[config.mk]
export PLATFORM = sky130hd
export DESIGN_NAME = jk_excitation_driver
export DESIGN_NICKNAME = d
export VERILOG_FILES = /design/src/rtl/jk_excitation_driver.sv
export SDC_FILE = /design/constraint.sdc
export NUM_CORES = 1
export LEC_CHECK = 0
export BUFFER_PORTS_ARGS = -buffer_cell sky130_fd_sc_hd__buf_2
export CORE_MARGIN = 4
export CORE_UTILIZATION = 46
export CTS_BUF_LIST = sky130_fd_sc_hd__clkbuf_8
export CTS_CLUSTER_SIZE = 10
export DETAILED_ROUTE_END_ITERATION = 10
export PLACE_DENSITY = 0.74
export SLEW_MARGIN = 10
export SYNTH_ARGS = -nofsm -noshare
export SYNTH_HDL_FRONTEND = slang
export SYNTH_SLANG_ARGS = --single-unit
[constraint.sdc]
create_clock -name clk -period 1.08 [get_ports clk]
set_input_delay 0 -clock clk [delete_from_list [all_inputs] [get_ports clk]]
set_output_delay 0 -clock clk [all_outputs]
set_load 0.01 [all_outputs]
[src/rtl/jk_excitation_driver.sv]
// Drives one cycle of J/K excitation per accepted target word for a bank of JK flip-flops.
// Define JK_DRIVER_CHECK_EN to compile in the CHECK state, which compares q_fb to the target.
module jk_excitation_driver #(
  parameter int unsigned WIDTH      = 4,
  parameter bit          USE_TOGGLE = 1'b0
) (
  input  logic             clk,
  input  logic             rst_n,
  input  logic             tgt_valid,
  input  logic [WIDTH-1:0] tgt_data,
  output logic             tgt_ready,
  output logic [WIDTH-1:0] j,
  output logic [WIDTH-1:0] k,
  input  logic [WIDTH-1:0] q_fb,
  output logic             done,
  output logic             err
);

  typedef enum logic [1:0] {
    IDLE  = 2'd0,
    DRIVE = 2'd1,
    CHECK = 2'd2
  } state_e;

  state_e           state_q, state_d;
  logic [WIDTH-1:0] cur_q, cur_d;
  logic [WIDTH-1:0] tgt_q, tgt_d;
  logic [WIDTH-1:0] j_d, k_d;
  logic [WIDTH-1:0] exc_j, exc_k;
  logic             ready_d, done_d, err_d;

`ifndef JK_DRIVER_CHECK_EN
  logic unused_q_fb;
  assign unused_q_fb = ^q_fb;
`endif

  // Excitation from the shadow state toward the offered word; only used on accept.
  assign exc_j = USE_TOGGLE ? (cur_q ^ tgt_data) : (tgt_data & ~cur_q);
  assign exc_k = USE_TOGGLE ? (cur_q ^ tgt_data) : (cur_q & ~tgt_data);

  always_ff @(posedge clk or negedge rst_n) begin
    if (!rst_n) begin
      state_q   <= IDLE;
      cur_q     <= '0;
      tgt_q     <= '0;
      j         <= '0;
      k         <= '0;
      tgt_ready <= 1'b0;
      done      <= 1'b0;
      err       <= 1'b0;
    end else begin
      state_q   <= state_d;
      cur_q     <= cur_d;
      tgt_q     <= tgt_d;
      j         <= j_d;
      k         <= k_d;
      tgt_ready <= ready_d;
      done      <= done_d;
      err       <= err_d;
    end
  end

  always_comb begin
    state_d = state_q;
    cur_d   = cur_q;
    tgt_d   = tgt_q;
    j_d     = '0;
    k_d     = '0;
    done_d  = 1'b0;
    err_d   = err;
    case (state_q)
      IDLE: begin
        if (tgt_valid && tgt_ready) begin
          state_d = DRIVE;
          tgt_d   = tgt_data;
          j_d     = exc_j;
          k_d     = exc_k;
          err_d   = 1'b0;
        end
      end
      DRIVE: begin
        cur_d = tgt_q;
`ifdef JK_DRIVER_CHECK_EN
        state_d = CHECK;
`else
        state_d = IDLE;
        done_d  = 1'b1;
`endif
      end
      CHECK: begin
        state_d = IDLE;
`ifdef JK_DRIVER_CHECK_EN
        done_d = 1'b1;
        // A bank that disagrees with the target becomes the new shadow state.
        if (q_fb != tgt_q) begin
          err_d = 1'b1;
          cur_d = q_fb;
        end
`endif
      end
      default: state_d = IDLE;
    endcase
    ready_d = (state_d == IDLE);
  end

endmodule

* Word-level counts from Yosys, hierarchy flattened
Index checks and enable logic that the tools add are counted.
** Cells by class
- Eq/ne operators :: 1
- Muxes and demuxes :: 7
- Bitwise logic cells :: 4
- Reductions and logical operators :: 4
** Operator list (number)
- 2-to-1 mux 4 bit :: 4
- bitwise AND 4 bit :: 2
- inverter 4 bit :: 2
- logical NOT 2 bit :: 2
- 2-to-1 mux 2 bit :: 2
- equality test 2 x 1 -> 1 bit, second input constant :: 1
- AND reduction 2 bit :: 1
- logical AND 1 bit :: 1
- 2-to-1 mux 1 bit :: 1
** Storage, ports and cells
- Register bits :: 20
- Output and inout bits :: 11

* Longest topological paths before layout
Gate-level depths: netlist (run 1).
- Depth after elaboration :: 4
- Mapped depth :: 4

* Worst setup path before layout (run 1)
OpenSTA, ideal clock, no wires.
- Kind :: reg-to-reg
- From :: register tgt_ready
- To :: register tgt_q[0]
- Setup time :: 125 ps
- Arrival time :: 964 ps
- Required time :: 955 ps
- Path slack :: -9 ps
- Stages on the path, launching flop included :: 4
- Buffers on the path :: 1
- Period minus slack after synthesis :: 1089 ps
- Cells stage by stage :: dfrtp_1 -> nand4bb_1 -> buf_2 -> mux2_2
** On the way
- Word-level cells in the longest chain between the ends :: 2
** RTL lines
- start: declaration :: RTL line 11 : output logic tgt_ready,
- start signal: assignment :: RTL line 57 : tgt_ready <= ready_d;
- logical AND 1 bit :: RTL line 73 : if (tgt_valid && tgt_ready) begin
- AND reduction 2 bit (no source line)
- end signal: assignment :: RTL line 54 : tgt_q <= tgt_d;
- end: declaration :: RTL line 27 : logic [WIDTH-1:0] tgt_q, tgt_d;
Every way passes these cells.
A chain may end at the register's enable or synchronous reset.

* Worst setup path in the final report (run 1)
- From :: register state_q[1]
- To :: register tgt_q[0]
** On the way
- Word-level cells in the longest chain between the ends :: 2
** RTL lines
- start: declaration :: RTL line 25 : state_e state_q, state_d;
- start signal: assignment :: RTL line 52 : state_q <= state_d;
- logical NOT 2 bit :: RTL line 71 : case (state_q)
- AND reduction 2 bit (no source line)
Every way passes these cells.

==> results.yml, run 1 <==
critical_path:
  worst_r2r_path_depth: 3
  worst_setup_path_startpoint: "state_q[1]"
  worst_setup_path_end_kind: "register"
  crit-reg2reg-capture: "tgt_q[0]"
  critical_path.startpoint_type: "register"
  crit_fanout: 5
  ff2ff_setup_slack_ns: -0.08
  critPathArrivalTime_ns: 1.30
  crit_path_end: "tgt_q[0]"
  setup.worst_path.class: "register to register"
  worst-endpoint-required_ns: 1.22
  start_of_the_worst_register_to_register_path: "state_q[1]"
floorplanning:
  fp.coreArea_um2: 1520
  floorplan.die.height_um: 48.2
  start_util: 0.489
  rows: 14
  io-pin-count: 22
  area_enclosed_by_the_die_boundary_um2: 2330
  chipWidth_um: 48.2
pwr:
  power_per_cell_area_nw_per_um2: 1890
  p_leak_uw: 0.000512
  max-vdd-ir-drop_mv: 1.08
route:
  detailedRoute.firstPassIterationCount: 2
  wl_per_cell_um: 13.2
  first_iter_violations: 1
  dr_total_vias: 401
  drc_errors: 0
  antenna_left: 0
  avgViaCountPerCell: 4.56
  drt-total-wl_um: 1160
global_route:
  grt_pass1_wl_um: 1800
  antenna_found_initial: 0
  vias_in_the_first_global_route: 414
  grt_use_met1: 0.139
  overflow: 0
  gr-usage-met2: 0.198
  grt_start_max_net_pins: 21
  grt.met3_usage: 0.0332
  grtUsageTotal: 0.115
  busiest_layer: "met2"
finish:
  finish.utilization: 0.681
  fin_nets: 84
  n_antenna_cell: 0
  post_route_cells_drive_above_1_share: 0.597
  flow.area_growth_from_synthesis_pct: 39.5
cts:
  cts-root-to-sink-buffers: 2
  clk_tree_root_cell: "clkbuf_8"
  number_of_clock_sinks_seen_by_cts: 20
  postCtsSetupBuffers: 0
  cts-buffers-inserted: 3
  tritoncts: "done"
  worst_skew_pair.late_latency_ns: 0.25
  clock_tree.htree_level_count: 1
  worst_setup_hold_path_clk_slew_ns: 0.07
placed_design:
  placement.setup.worst_slack_ns: -0.0829
  finalWeightedCongestion: 0.720
  numPortBuffers: 16
timing:
  finalCritPeriodShare: 1.07
  fin_worst_setup_slack_ns: -0.0768
  final.hold.worst_slack_ns: 0.112
  finalHoldViolations: 0
  setup_repair_after_global_routing_missed_its_margin: "true"
  setup-violations-final: 14
  max_frequency_mhz: 864
  timing_max_transition_violations_final: 0
  fin_skew_ns: 0.00258
  final.min_clock_period_ns: 1.16
yosys:
  synthesis.area_per_instance_um2: 16.9
  cell_variety_after_synth: 11
  synthesis.area_um2: 744
  yosys_register_bits: 20
  synth-warning-count: 0
  synth.yosys.seq_area_share: 0.672
  syn_inst: 44
hold_path:
  hold_class: "input pin to register"
outcome:
  run_status: "finished, violations left"
  failing_checks: "setup timing"
flow_run:
  max-cap-violations: 0
## cells by family after synthesis
logic type	Yosys count	share of synthesized area
flip-flops	20	0.672
AND/OR/NAND/NOR	10	0.158
multiplexers	8	0.121
buffers and inverters	5	0.0437
other	1	0.00504
## state kept, by name (all words and copies together) (netlist names)
signal     count
tgt_ready      1
cur_q          4
done           1
k              4
j              4
tgt_q          4
state_q        2
## placed cells by master (no fill, tap or decap), types with 2 or more instances in the layout
cell,instances
dfrtp_1,20
buf_2,16
nor3b_2,7
mux2_4,5
dlygate4sd3_1,5
mux2_2,3
clkbuf_8,3
buf_4,3
buf_6,3
conb_1,2
## worst min-delay path by stage
stage | slack (ns) | start | cells after the start | to
after global routing | 0.11 | tgt_valid | 3 | tgt_ready
after detailed placement | -0.04 | rst_n | 1 | done
after floorplan | -0.30 | rst_n | 0 | cur_q[0]
final | 0.11 | tgt_valid | 3 | tgt_ready
after CTS | 0.14 | tgt_valid | 3 | tgt_ready
after global placement | -0.04 | rst_n | 1 | k[0]
## synth_stat cells
cell,instances,area [um2]
dfrtp_1,20,500
mux2_2,8,90.1
nor3b_2,8,100
buf_2,1,5.00
buf_4,1,7.51
buf_6,1,11.3
clkbuf_2,1,5.00
conb_1,1,3.75
inv_1,1,3.75
nand4bb_1,1,11.3
nor2b_1,1,6.26
## routing by layer
metal / wire [um] / vias to the layer above
met4: 7 / 0
met1: 475 / 190
met2: 615 / 11
met3: 66 / 2
met5: 0 / -
li1: - / 198
## timing repair
action | in CTS | in global routing
pin swaps | 5 | 2
setup endpoints to repair | 14 | 14
gates resized for setup | 6 | 4
hold endpoints to repair | 24 | 0
hold buffers | 5 | 0
## critical path, cell delays in order (launching register included)
cell and delay, ns:
dfrtp_1 0.38, nand4bb_4 0.23, buf_4 0.17, mux2_2 0.27
## power by group
group / internal [uW] / total [uW] / switching (uW)
clock network: 494 / 730 / 236
logic: 201 / 293 / 92.8
registers: 862 / 944 / 82.6
total: 1560 / 1970 / 412
## per-stage QoR
| step | cells | cell area (um2) | total power [uW] | setup TNS [ns] |
|---|---|---|---|---|
| 2_1_floorplan | 45 | 751 | 1090 | 0 |
| 3_3_place_gp | 79 | 865 | 1160 | -0.166 |
| 3_5_place_dp | 79 | 865 | 1180 | -0.420 |
| 4_1_cts | 88 | 1010 | 1960 | -0.519 |
| 5_1_grt | 88 | 1040 | 2050 | -1.28 |
| 6_report | 88 | 1040 | 1970 | -0.428 |
## area by class of cell
class | instances | area [um2]
flip-flops and latches | 20 | 500
fillers | 107 | 485
multi-input cells | 20 | 256
repair buffers | 27 | 186
clock buffers | 3 | 41.3
clock inverters | 1 | 30.0
well taps | 16 | 20.0
inverters | 1 | 3.75
Note: power is estimated with default switching activity, not from simulation.
==> run 2, diff against run 1 <==
- CORE_UTILIZATION: 46 -> 32
- CTS_CLUSTER_SIZE: 10 -> default
- PLACE_DENSITY: 0.74 -> 0.55
==> run 2 against run 1 <==
Effect of this change: the run still ends with setup timing left; global-route usage is 2.6 points lower; first-iteration DRC count did not move; worst hold slack improved by 0.073 ns; fmax grew 4.0%; combinational power is 3% lower; register-to-register slack better by 0.04 ns; clock power shrank 38%; wire length shrank 0.26%; die area up 36%; utilization down 22 points.
==> results.yml, run 2 (synthesis results as in run 1) <==
route:
  first_iter_violations: 1
  avgViaCountPerCell: 4.14
  dr_total_vias: 418
  detailedRoute.firstPassIterationCount: 2
  antenna_left: 0
  drt-total-wl_um: 1160
  wl_per_cell_um: 11.5
  drc_errors: 0
cts:
  cts-buffers-inserted: 3
  worst_skew_pair.late_latency_ns: 0.25
  clock_tree.htree_level_count: 1
  tritoncts: "done"
  clk_tree_root_cell: "clkbuf_8"
  number_of_clock_sinks_seen_by_cts: 20
  cts-root-to-sink-buffers: 2
  worst_setup_hold_path_clk_slew_ns: 0.06
pwr:
  fin_total_pwr_uw: 1670
  netSwitchingPower_uw: 371
  p_leak_uw: 0.000496
  comb_power_share: 0.169
  power_per_cell_area_nw_per_um2: 1650
  internal-power_uw: 1300
  power_frac_clock: 0.271
  share_seq_of_total_power: 0.560
  max-vdd-ir-drop_mv: 0.822
  sw_frac_of_total: 0.221
floorplanning:
  rows: 17
  area_enclosed_by_the_die_boundary_um2: 3160
  chipWidth_um: 56.2
  floorplan.die.height_um: 56.2
  fp.coreArea_um2: 2210
  start_util: 0.337
  io-pin-count: 22
critical_path:
  worst_setup_path_end_kind: "register"
  setup.worst_path.class: "register to register"
  crit_path_end: "tgt_q[3]"
  ff2ff_setup_slack_ns: -0.03
  worst-endpoint-required_ns: 1.21
  crit_fanout: 10
  worst_setup_path_startpoint: "state_q[1]"
  critical_path.startpoint_type: "register"
  critical-path-top-delay-family: "flip-flops"
  critPathSlowestCell: "dfrtp_1"
  crit_buf_inv: 1
  worst_r2r_path_depth: 3
  start_of_the_worst_register_to_register_path: "state_q[1]"
  crit_chain: "nand4bb_1 -> buf_6 -> mux2_2"
  crit-reg2reg-capture: "tgt_q[3]"
  critPathArrivalTime_ns: 1.25
  crit_path_max_incr_delay_ns: 0.37
  critical_path_cell_count: 3
finish:
  multiInputGateArea_um2: 230
  fin_nets: 86
  layout.filler_cells: 206
  post_route_cells_drive_above_1_share: 0.589
  n_antenna_cell: 0
  layout.cells.most_common_list: "dfrtp_1 (20), buf_2 (16), nor3b_2 (8)"
  flow.area_growth_from_synthesis_pct: 36.0
  area.sequential_um2: 500
  leading_cell_type_in_the_layout_fill_and_taps_excluded: "dfrtp_1"
  finish.utilization: 0.458
  layoutNonFillerInstCount: 101
placed_design:
  finalWeightedCongestion: 0.617
  numPortBuffers: 16
  dp_cells: 91
timing:
  finalCritPeriodShare: 1.03
  timing_max_transition_violations_final: 0
  setup-violations-final: 7
  fin_worst_setup_slack_ns: -0.0327
  fin_skew_ns: 0.00136
  setup_tns_ns: -0.156
  finalHoldViolations: 0
  final.min_clock_period_ns: 1.11
  setup_repair_after_global_routing_missed_its_margin: "true"
  max_frequency_mhz: 899
global_route:
  overflow: 0
  vias_in_the_first_global_route: 463
  grt_pass1_wl_um: 2130
  grt_start_max_net_pins: 21
  grtUsageTotal: 0.0892
  antenna_found_initial: 0
flow_run:
  max-cap-violations: 0
outcome:
  failing_checks: "setup timing"
  run_status: "finished, violations left"
hold_path:
  hold_class: "input pin to register"
==> run 2: cell types whose count changed in the layout (fill, tap and decap cells not counted) <==
cell       change
nand4bb_4      -1
bufinv_16      -1
mux2_2         +1
nor3b_2        +1
nand4bb_1      +1
nor3b_4        -1
mux2_4         -1
buf_4          +2
==> run 2: timing repair <==
item	in CTS	in global routing
buffers inserted	1	1
setup endpoints to repair	13	15
endpoints found under the hold margin	24	0
resized for setup	4	3
hold buffers	5	0
==> run 2: power by group through the flow <==
| stage | Combinational (uW) | Clock [uW] | Sequential [uW] |
|---|---|---|---|
| after detailed placement | 228 | 0 | 946 |
| final | 283 | 454 | 938 |
| after global placement | 221 | 0 | 941 |
| after CTS | 273 | 482 | 936 |
| after global routing | 311 | 517 | 956 |
| after floorplan | 147 | 0 | 940 |
==> run 2: tightest hold or removal path, stage by stage <==
cell       delay, ns
buf_2           0.09
nand4bb_1       0.10
buf_6           0.15
nor3b_2         0.05
==> run 2: metal layers <==
layer,up-vias,wire [um],global-route usage
li1,202,-,-
met1,201,515,0.104
met5,-,0,0
met4,0,14,0.0508
met2,13,537,0.139
met3,2,94,0.0348
==> run 2: worst min path at each step <==
stage | startpoint | to | slack, ns | depth (start not counted)
floorplan | rst_n | cur_q[0] | -0.30 | 0
global placement | rst_n | state_q[1] | -0.03 | 1
detailed placement | rst_n | k[3] | -0.03 | 1
CTS | tgt_valid | k[3] | 0.18 | 4
global route | tgt_valid | k[3] | 0.20 | 4
finish | tgt_valid | k[3] | 0.18 | 4
==> run 2: layout make-up <==
cell class	count	area share
clock buffers	3	0.0408
inverters	1	0.00371
multi-input cells	20	0.227
flip-flops and latches	20	0.494
well taps	28	0.0346
repair buffers	29	0.199
==> run 2: metrics by stage <==
stage | hold WS, ns | setup WS, ns | instance area, um2
2_1_floorplan | -0.296 | 0.0131 | 751
3_3_place_gp | -0.0325 | -0.0191 | 880
3_5_place_dp | -0.0287 | -0.0463 | 880
4_1_cts | 0.178 | -0.0394 | 993
5_1_grt | 0.203 | -0.0796 | 1010
6_report | 0.184 | -0.0327 | 1010
==> run 3, diff against run 2 <==
- CTS_BUF_LIST: sky130_fd_sc_hd__clkbuf_8 -> default
==> run 3 against run 2 <==
Effect of this change: the run still ends with setup timing left; global-route usage up 0.096 points; highest routed layer unchanged; critical path type unchanged; sequential power barely moved; total power decreased by 7.6%; clock power is 28% lower; cell count unchanged.
==> results.yml, run 3 (synthesis results as in run 1) <==
finish:
  finish.utilization: 0.451
  layout.cells.most_common_list: "dfrtp_1 (20), buf_2 (16), nor3b_2 (8)"
  fin_nets: 86
  final_area_um2: 997
  post_route_cells_drive_above_1_share: 0.589
  layout.filler_cells: 209
  n_antenna_cell: 0
  flow.area_growth_from_synthesis_pct: 33.9
  leading_cell_type_in_the_layout_fill_and_taps_excluded: "dfrtp_1"
global_route:
  antenna_found_initial: 0
  grt_pass1_wl_um: 2150
  overflow: 0
  grt_start_max_net_pins: 21
  vias_in_the_first_global_route: 463
  grtUsageTotal: 0.0902
pwr:
  p_leak_uw: 0.000489
  max-vdd-ir-drop_mv: 0.768
  power_per_cell_area_nw_per_um2: 1550
timing:
  finalHoldViolations: 0
  setup_repair_after_global_routing_missed_its_margin: "true"
  setup-violations-final: 9
  timing_max_transition_violations_final: 0
  fin_skew_ns: 0.00153
  final.hold.worst_slack_ns: 0.141
  final.min_clock_period_ns: 1.12
  finalCritPeriodShare: 1.04
  max_frequency_mhz: 891
  fin_worst_setup_slack_ns: -0.0422
placed_design:
  placement.setup.worst_slack_ns: -0.0463
  dpl-instance-area_um2: 880
  finalWeightedCongestion: 0.617
  numPortBuffers: 16
route:
  drt-total-wl_um: 1170
  first_iter_violations: 2
  dr_total_vias: 417
  avgViaCountPerCell: 4.13
  antenna_left: 0
  detailedRoute.firstPassIterationCount: 2
  wl_per_cell_um: 11.6
  drc_errors: 0
cts:
  cts-buffers-inserted: 3
  worst_skew_pair.late_latency_ns: 0.28
  number_of_clock_sinks_seen_by_cts: 20
  cts-root-to-sink-buffers: 2
  clock_tree.htree_level_count: 1
  clk_tree_root_cell: "clkbuf_4"
  tritoncts: "done"
  worst_setup_hold_path_clk_slew_ns: 0.10
hold_path:
  hold_class: "input pin to register"
critical_path:
  crit_fanout: 10
  worst_setup_path_end_kind: "register"
  setup.worst_path.class: "register to register"
  critical_path.startpoint_type: "register"
  worst-endpoint-required_ns: 1.26
  critPathArrivalTime_ns: 1.30
flow_run:
  max-cap-violations: 0
floorplanning:
  io-pin-count: 22
  floorplan.die.height_um: 56.2
  chipWidth_um: 56.2
  area_enclosed_by_the_die_boundary_um2: 3160
  fp.coreArea_um2: 2210
  rows: 17
  start_util: 0.337
outcome:
  run_status: "finished, violations left"
  failing_checks: "setup timing"
==> run 3: final timing paths <==
kind                             from        to  slack (ns)  depth (start not counted)
max                        state_q[1]  tgt_q[3]       -0.04                          3
min                         tgt_valid      k[3]        0.14                          4
max reg2reg                state_q[1]  tgt_q[3]       -0.04                          3
min reg2reg                  cur_q[2]      j[2]        0.47                          1
max in group asynchronous       rst_n  cur_q[1]        0.61                          2
min in group asynchronous       rst_n      k[3]        0.17                          2
==> run 3: cell type report <==
cell class	count	area [um2]	share of cell area
repair buffers	29	205	0.206
well taps	28	35.0	0.0351
inverters	1	3.75	0.00376
flip-flops and latches	20	500	0.502
multi-input cells	20	230	0.231
clock buffers	3	22.5	0.0226
==> run 3: repair_timing <==
action | CTS | global route
resized for setup | 5 | 3
endpoints found under the hold margin | 31 | 0
endpoints found under the setup margin | 13 | 15
setup buffers | 1 | 1
hold buffers | 5 | 0
==> run 3: routing by layer <==
layer  GRT usage  vias up  wire length [um]
met5           0        -                 0
met4      0.0508        0                14
met3      0.0348        2                82
met2       0.137       11               539
met1       0.108      201               533
li1            -      203                 -
==> run 3: through the flow <==
step	TNS (ns)	std cells	power [uW]
6_report	-0.197	101	1550
5_1_grt	-1.04	101	1660
4_1_cts	-0.288	100	1560
3_5_place_dp	-0.280	91	1170
3_3_place_gp	-0.117	91	1160
2_1_floorplan	0	45	1090
==> run 3: power breakdown <==
| part | leakage, uW | internal (uW) | switching (uW) |
|---|---|---|---|
| Clock | 0.0000138 | 130 | 197 |
| Sequential | 0.000254 | 861 | 74.5 |
| Combinational | 0.000222 | 195 | 89.8 |
| Total | 0.000489 | 1190 | 362 |
==> run 3: critical path: stages (launching register included) <==
cell and delay, ns:
dfrtp_1 0.39, nand4bb_1 0.20, buf_6 0.16, mux2_2 0.27
